<file path="src/rtl/ahb_pkg.sv">
// Shared types and widths for the single-transfer AHB master.
package ahb_pkg;

   localparam int unsigned AHB_AW = 8;
   localparam int unsigned AHB_DW = 8;

   typedef enum logic [1:0] {
      HTRANS_IDLE   = 2'b00,
      HTRANS_NONSEQ = 2'b10
   } htrans_t;

   typedef enum logic [1:0] {
      ST_IDLE,
      ST_ADDR,
      ST_DATA
   } state_t;

endpackage

</file>
<file path="src/rtl/ahb_master_if.sv">
// Command/response handshake plus AHB bus signals of the master.
interface ahb_master_if;
   import ahb_pkg::*;

   logic              cmd_valid;
   logic              cmd_ready;
   logic              cmd_write;
   logic [AHB_AW-1:0] cmd_addr;
   logic [AHB_DW-1:0] cmd_wdata;
   logic [AHB_AW-1:0] haddr;
   htrans_t           htrans;
   logic              hwrite;
   logic [AHB_DW-1:0] hwdata;
   logic              hready;
   logic              hresp;
   logic [AHB_DW-1:0] hrdata;
   logic              rsp_valid;
   logic [AHB_DW-1:0] rsp_rdata;
   logic              rsp_err;

   modport master (
      input  cmd_valid, cmd_write, cmd_addr, cmd_wdata, hready, hresp, hrdata,
      output cmd_ready, haddr, htrans, hwrite, hwdata, rsp_valid, rsp_rdata, rsp_err
   );

   modport slave (
      output cmd_valid, cmd_write, cmd_addr, cmd_wdata, hready, hresp, hrdata,
      input  cmd_ready, haddr, htrans, hwrite, hwdata, rsp_valid, rsp_rdata, rsp_err
   );

endinterface

</file>
<file path="src/rtl/ahb_wait_timer.sv">
// Counts consecutive data-phase wait states; expired flags the last allowed one.
module ahb_wait_timer #(
   parameter int unsigned TIMEOUT_CYCLES = 16
) (
   input  logic hclk,
   input  logic hreset,
   input  logic clear,
   input  logic wait_cycle,
   output logic expired
);

   localparam int unsigned CW = $clog2(TIMEOUT_CYCLES + 1);

   logic [CW-1:0] count;

   // Fires on the wait cycle that brings the count to TIMEOUT_CYCLES.
   assign expired = wait_cycle && (count == CW'(TIMEOUT_CYCLES - 1));

   always_ff @(posedge hclk) begin
      if (hreset || clear)
         count <= '0;
      else if (wait_cycle && !expired)
         count <= count + CW'(1);
   end

endmodule

</file>
<file path="src/rtl/ahb_master.sv">
// Single-transfer AHB master: IDLE -> ADDR -> DATA, registered response.
// Optional data-phase timeout enabled by defining AHB_MASTER_TIMEOUT_EN.
module ahb_master
   import ahb_pkg::*;
(
   input  logic         hclk,
   input  logic         hreset,
   ahb_master_if.master bus
);

`ifdef AHB_MASTER_TIMEOUT_EN
   parameter int unsigned TIMEOUT_CYCLES = 16;
`endif

   state_t            state, state_nxt;
   logic              cap_write;
   logic [AHB_AW-1:0] cap_addr;
   logic [AHB_DW-1:0] cap_wdata;
   logic              rsp_valid_q, rsp_err_q;
   logic [AHB_DW-1:0] rsp_rdata_q;
   logic              accept, done, done_err;
   logic [AHB_DW-1:0] done_rdata;
   logic              timeout;

`ifdef AHB_MASTER_TIMEOUT_EN
   ahb_wait_timer #(
      .TIMEOUT_CYCLES (TIMEOUT_CYCLES)
   ) u_wait_timer (
      .hclk       (hclk),
      .hreset     (hreset),
      .clear      (state == ST_ADDR && bus.hready),
      .wait_cycle (state == ST_DATA && !bus.hready),
      .expired    (timeout)
   );
`else
   assign timeout = 1'b0;
`endif

   always_comb begin
      state_nxt  = state;
      accept     = 1'b0;
      done       = 1'b0;
      done_err   = 1'b0;
      done_rdata = '0;
      case (state)
         ST_IDLE: begin
            if (bus.cmd_valid) begin
               accept    = 1'b1;
               state_nxt = ST_ADDR;
            end
         end
         ST_ADDR: begin
            if (bus.hready)
               state_nxt = ST_DATA;
         end
         ST_DATA: begin
            if (bus.hready) begin
               done       = 1'b1;
               done_err   = bus.hresp;
               done_rdata = (!cap_write && !bus.hresp) ? bus.hrdata : '0;
               state_nxt  = ST_IDLE;
            end else if (timeout) begin
               done      = 1'b1;
               done_err  = 1'b1;
               state_nxt = ST_IDLE;
            end
         end
         default: state_nxt = ST_IDLE;
      endcase
   end

   always_ff @(posedge hclk) begin
      if (hreset) begin
         state       <= ST_IDLE;
         cap_write   <= 1'b0;
         cap_addr    <= '0;
         cap_wdata   <= '0;
         rsp_valid_q <= 1'b0;
         rsp_err_q   <= 1'b0;
         rsp_rdata_q <= '0;
      end else begin
         state       <= state_nxt;
         rsp_valid_q <= done;
         rsp_err_q   <= done_err;
         rsp_rdata_q <= done_rdata;
         if (accept) begin
            cap_write <= bus.cmd_write;
            cap_addr  <= bus.cmd_addr;
            cap_wdata <= bus.cmd_wdata;
         end
      end
   end

   assign bus.cmd_ready = (state == ST_IDLE) && !hreset;
   assign bus.htrans    = (state == ST_ADDR) ? HTRANS_NONSEQ : HTRANS_IDLE;
   assign bus.haddr     = (state != ST_IDLE) ? cap_addr : '0;
   assign bus.hwrite    = (state != ST_IDLE) ? cap_write : 1'b0;
   assign bus.hwdata    = (state == ST_DATA && cap_write) ? cap_wdata : '0;
   assign bus.rsp_valid = rsp_valid_q;
   assign bus.rsp_rdata = rsp_rdata_q;
   assign bus.rsp_err   = rsp_err_q;

endmodule
</file>
<file path="src/flat_wrapper.sv">
// flat-port wrapper written by rule: the top's interface ports become plain ports
module ahb_master_flat import ahb_pkg::*;
  (hclk, hreset, bus_cmd_valid, bus_cmd_write, bus_cmd_addr, bus_cmd_wdata, bus_hready, bus_hresp, bus_hrdata, bus_cmd_ready, bus_haddr, bus_htrans, bus_hwrite, bus_hwdata, bus_rsp_valid, bus_rsp_rdata, bus_rsp_err);
  ahb_master_if bus_i ();
  input  logic hclk;
  input  logic hreset;
  input wire logic [$bits(bus_i.cmd_valid)-1:0] bus_cmd_valid;
  input wire logic [$bits(bus_i.cmd_write)-1:0] bus_cmd_write;
  input wire logic [$bits(bus_i.cmd_addr)-1:0] bus_cmd_addr;
  input wire logic [$bits(bus_i.cmd_wdata)-1:0] bus_cmd_wdata;
  input wire logic [$bits(bus_i.hready)-1:0] bus_hready;
  input wire logic [$bits(bus_i.hresp)-1:0] bus_hresp;
  input wire logic [$bits(bus_i.hrdata)-1:0] bus_hrdata;
  output wire logic [$bits(bus_i.cmd_ready)-1:0] bus_cmd_ready;
  output wire logic [$bits(bus_i.haddr)-1:0] bus_haddr;
  output wire logic [$bits(bus_i.htrans)-1:0] bus_htrans;
  output wire logic [$bits(bus_i.hwrite)-1:0] bus_hwrite;
  output wire logic [$bits(bus_i.hwdata)-1:0] bus_hwdata;
  output wire logic [$bits(bus_i.rsp_valid)-1:0] bus_rsp_valid;
  output wire logic [$bits(bus_i.rsp_rdata)-1:0] bus_rsp_rdata;
  output wire logic [$bits(bus_i.rsp_err)-1:0] bus_rsp_err;
  assign bus_i.cmd_valid = bus_cmd_valid;
  assign bus_i.cmd_write = bus_cmd_write;
  assign bus_i.cmd_addr = bus_cmd_addr;
  assign bus_i.cmd_wdata = bus_cmd_wdata;
  assign bus_i.hready = bus_hready;
  assign bus_i.hresp = bus_hresp;
  assign bus_i.hrdata = bus_hrdata;
  assign bus_cmd_ready = bus_i.cmd_ready;
  assign bus_haddr = bus_i.haddr;
  assign bus_htrans = bus_i.htrans;
  assign bus_hwrite = bus_i.hwrite;
  assign bus_hwdata = bus_i.hwdata;
  assign bus_rsp_valid = bus_i.rsp_valid;
  assign bus_rsp_rdata = bus_i.rsp_rdata;
  assign bus_rsp_err = bus_i.rsp_err;
  ahb_master u_core (.hclk(hclk), .hreset(hreset), .bus(bus_i));
endmodule
</file>
<file path="config.mk">
export PLATFORM = sky130hd
export DESIGN_NAME = ahb_master_flat
export DESIGN_NICKNAME = d
export VERILOG_FILES = /design/src/rtl/ahb_pkg.sv /design/src/rtl/ahb_master_if.sv /design/src/rtl/ahb_wait_timer.sv /design/src/rtl/ahb_master.sv /design/src/flat_wrapper.sv
export SDC_FILE = /design/constraint.sdc
export NUM_CORES = 1
export LEC_CHECK = 0
export CAP_MARGIN = 0
export CORE_MARGIN = 1.5
export CORE_UTILIZATION = 37
export CTS_CLUSTER_DIAMETER = 30
export DETAILED_ROUTE_END_ITERATION = 6
export HOLD_SLACK_MARGIN = 0.02
export PLACE_DENSITY = 0.75
export SLEW_MARGIN = 10
export SYNTH_ARGS = -nofsm -noshare
export SYNTH_HDL_FRONTEND = slang
export SYNTH_SLANG_ARGS = --single-unit
</file>
<file path="constraint.sdc">
create_clock -name hclk -period 1 [get_ports hclk]
set_input_delay 0.2 -clock hclk [delete_from_list [all_inputs] [get_ports hclk]]
set_output_delay 0.2 -clock hclk [all_outputs]
set_load 0.005 [all_outputs]
</file>
Word level (Yosys, flattened, before mapping)
Cells that the tools add are included.
- register bits: 29
- input bits: 30
- output and inout bits: 30
- logic and storage cells: 38
- equality and inequality tests: 5
- mux-type cells: 11
- bitwise gates (word level): 3
- reduce and logical (&&, ||, !) cells: 12
- operator list (kind ; number):
    two-way mux 8 bit ; 2
    two-way mux 2 bit ; 4
    != test 2 bit, second input constant ; 3
    case mux 2 bit (3 select lines) ; 1
    two-way mux 1 bit ; 4
    OR reduction 4 bit ; 1
    logical AND 1 bit ; 3
    logical NOT 1 bit ; 3
    inverter 1 bit ; 3
    AND reduction 3 bit ; 1
    OR reduction 3 bit ; 1
    == test 2 x 1 -> 1 bit, second input constant ; 1
    == test 2 bit, second input constant ; 1
    logical NOT 2 bit ; 1
    nonzero test 2 bit ; 1
    OR reduction 2 bit ; 1

Logic depth before layout (Yosys ltp)
- depth after elaboration: 4
- gate-level depth with buffers: 4

Least setup slack after synthesis
OpenSTA, ideal clock, no wires.
- path kind: reg-to-reg
- from: register u_core.state[1]
- to: register u_core.cap_addr[2]
- setup time: 0.072 ns
- arrival: 1.008 ns
- required time: 0.928 ns
- slack: -0.080 ns
- stages on the path, launching flop included: 5
- cell sequence: dfxtp_1 > nor3b_2 > buf_6 > buf_12 > mux2i_1
- longest elaborated chain between the ends: 2
- ends and longest elaborated chain (element ; line ; RTL):
    from (decl) ; ahb_master.sv:15 ; state_t state, state_nxt;
    from (signal assigned) ; ahb_master.sv:82 ; state <= state_nxt;
    logical NOT 2 bit ; ahb_master.sv:45 ; case (state)
    two-way mux 1 bit ; ahb_master.sv:45 ;
    to (signal assigned) ; ahb_master.sv:88 ; cap_addr <= bus.cmd_addr;
    to (decl) ; ahb_master.sv:17 ; logic [AHB_AW-1:0] cap_addr;
Every way passes these cells.
A chain may end at the register's enable or synchronous reset.

Worst setup path in the final report
- from: register u_core.state[0]
- to: output port bus_hwdata[2]
- longest elaborated chain between the ends: 3
- ends and longest elaborated chain (element ; line ; RTL):
    == test 2 bit ; ahb_master.sv:98 ; assign bus.hwdata = (state == ST_DATA && cap_write) ? cap_wdata : '0;
    logical AND 1 bit ; ahb_master.sv:98 ;
    two-way mux 8 bit ; ahb_master.sv:98 ;
    to (decl) ; flat_wrapper.sv:18 ; output wire logic [$bits(bus_i.hwdata)-1:0] bus_hwdata;
Every way passes these cells.

==> flow_summary_export.csv <==
group,metric,value,unit
routing,drtPass1Iterations,4,
placed_design,dp.cells,234,
yosys,ys_warn_count,0,
power,finalPower,0.003138,W
routing,wl,3.941,mm
timing,setup_viol,48,
status,status,"finished, violations left",
grt,overflow,0,
grt,grt_max_degree,27,
worst_setup_path,cp_max_fo,4,
run,drv_cap,0,
yosys,ys_async_sr_fraction,0,%
clock_tree,hold_buffers,0,
clock_tree,htreeDepth,2,
grt,antenna_found_initial,0,
placed_design,dpl.hpwl,2.190,mm
worst_setup_path,reg2reg_from,"u_core.state[1]",
clock_tree,cts_sinks,29,
yosys,synthTopCellsByCount,"34 x nand2b_1, 29 x dfxtp_1, 17 x mux2i_1, 9 x nor2b_1",
routing,wl_per_cell,14.82,um
worst_setup_path,crit_type,"flop to primary output",
die,fp.dieArea,4098,sq um
status,violations,"negative setup slack",
worst_setup_path,r2r_slack,-0.37,ns
worst_setup_path,timing.rr.end,"u_core.cap_write",
worst_setup_path,critPathLaunch,"u_core.state[0]",
die,rows,21,
timing,fmax,668.9,MHz
die,die_y,64.02,um
layout,fill_cells,246,
layout,drive_gt1_share,44.09,%
yosys,yosysMostFrequentCell,"nand2b_1",
layout,area_delta_synth_final,82.65,%
worst_setup_path,crit_path_start_kind,"flop",
min_path,hold_class,"flop to flop",
routing,via_per_inst,4.639,
power,p_leak,1.083,nW
timing,rsz0062_at_grt,"yes",
grt,grt_usage,21.06,%
timing,setup_ws,-0.4951,ns
timing,maxSlewViolCount,0,
yosys,synth_ff_type,"dfxtp_1",
die,io_pins,60,
layout,final_nets,249,
worst_setup_path,critPathArrivalTime,1.30,ns
routing,vias,1234,
timing,hold_ws,0.4755,ns
yosys,synth_top_area_share,42.14,%
timing,min_period_over_period,149.5,%
routing,drc,0,
grt,grt_pass1_wl,6.417,mm
die,start_util,40.02,%
routing,dr.first_iter.drc_count,29,
worst_setup_path,critPathCapture,"bus_hwdata[2]",
layout,finalNonFillerCells,266,
clock_tree,clk_pin_slew_worst_paths,0.06,ns
placed_design,pre_cts_slack,-0.6344,ns
worst_setup_path,worst-endpoint-required,0.80,ns
timing,finClkSkew,0.009216,ns
clock_tree,cts_tree,"built",
yosys,synth_edf_count,0,
clock_tree,cts_buffers,5,
yosys,synthCells,131,
worst_setup_path,endpoint_kind,"primary output",
yosys,avgSynthCellArea,10.52,sq um
yosys,yosysTopAreaCell,"dfxtp_1",
grt,grt_pass1_vias,1298,
power,power_density,1247,nW/um^2
layout,n_antenna_cell,0,
placed_design,place_congestion,0.6861,
yosys,syn_area,1378,sq um
worst_setup_path,r2r_cells,6,
clock_tree,clkLatencyLatePin,0.28,ns
yosys,synth_cell_type_count,24,
timing,fin_crit,1.495,ns
yosys,synthTopCellsByArea,"dfxtp_1 42%, nand2b_1 15%, mux2i_1 12%",
placed_design,port_buffers,58,
clock_tree,cts.path.max_buffers,2,
power,max-vdd-ir-drop,902.5,uV
yosys,synth.yosys.seq_area_share,42.14,%
die,core_area,3442,sq um
clock_tree,cts_root_buf,"clkbuf_8",
timing,hold_violations,0,
yosys,synth_seq_cells,29,
yosys,syn_nets,161,
routing,ant_nets,0,
die,dieWidth,64.02,um
[what timing repair did]
item | in CTS | in global routing
resized for setup | 136 | 28
pin swaps | 15 | 9
gates cloned | 5 | 0
setup buffers | 19 | 2
setup endpoints to repair | 57 | 56
[placed cells by master (no fill, tap or decap), types with 2 or more instances in the layout]
cell,Yosys,routed
nor2b_1,9,8
mux2i_1,17,17
buf_6,2,26
nor2_4,0,2
nand2b_1,34,34
and2_4,0,8
buf_16,0,2
dfxtp_4,0,2
buf_12,1,2
buf_4,2,10
buf_2,2,10
clkdlybuf4s50_1,0,29
clkbuf_8,0,6
nor4b_4,0,8
clkbuf_2,0,9
dfxtp_1,29,27
[worst max-delay path, cell delays in order (launching register included)]
cell and delay (ns):
dfxtp_4 0.35, and3b_2 0.32, buf_6 0.13, and2_4 0.13, buf_6 0.09
[worst min path at each step]
stage          cells after the start                   to           startpoint  slack, ns
6_report                           2   u_core.cap_addr[7]   u_core.cap_addr[7]       0.48
5_1_grt                            2   u_core.cap_addr[3]   u_core.cap_addr[3]       0.49
4_1_cts                            3   u_core.cap_addr[3]      bus_cmd_addr[3]       0.47
3_5_place_dp                       2  u_core.cap_wdata[5]  u_core.cap_wdata[5]       0.46
3_3_place_gp                       2  u_core.cap_wdata[4]  u_core.cap_wdata[4]       0.45
2_1_floorplan                      2   u_core.cap_addr[0]      bus_cmd_addr[0]       0.35
[logic make-up after synthesis]
logic type             after synthesis  share of synthesized area (%)
AOI/OAI and AO/OA                    2                          1.090
buffers and inverters               13                          6.539
DFF                                 29                          42.14
muxes                               17                          12.35
other                                1                         0.2722
and+or+nand+nor                     69                          37.60
[area by class of cell]
class                   instances  area (sq um)  share of cell area, %
well taps                      46         57.56                  2.287
clock inverters                 1         30.03                  1.193
inverters                       2         7.507                 0.2984
flip-flops and latches         29         588.1                  23.37
clock buffers                   7         86.33                  3.431
repair buffers                 91         882.1                  35.06
multi-input cells              90         864.6                  34.36
[layer usage]
layer  global-route usage, %  vias up  routed length [um]  share of wire (%)
li1                        -      601                   -                  -
met1                   23.38      574                1522                 39
met2                   37.24       55                2069                 52
met3                   7.042        4                 298                7.6
met4                   7.337        0                  51                1.3
met5                       0        -                   0                  0
[flip-flops by register name (all words and copies together) (netlist names)]
signal,flops
u_core.bus.rsp_err,1
u_core.bus.rsp_valid,1
u_core.cap_addr,8
u_core.state,2
u_core.cap_wdata,8
u_core.bus.rsp_rdata,8
u_core.cap_write,1
[per-stage QoR]
step                utilization [%]  TNS (ns)  cell area (sq um)
floorplan                         -   -0.5263               1380
global placement              58.96    -19.72               2029
detailed placement            58.96    -20.99               2029
CTS                           72.12    -16.15               2482
global route                  73.10    -18.49               2516
finish                        73.10    -15.97               2516
[where the power goes]
| group | total (W) | internal (W) | switching (W) |
|---|---|---|---|
| clock network | 0.00124 | 0.000811 | 0.000431 |
| registers | 0.00125 | 0.00121 | 0.0000342 |
| logic | 0.000650 | 0.000410 | 0.000239 |
Note: power is estimated with default switching activity, not from simulation.
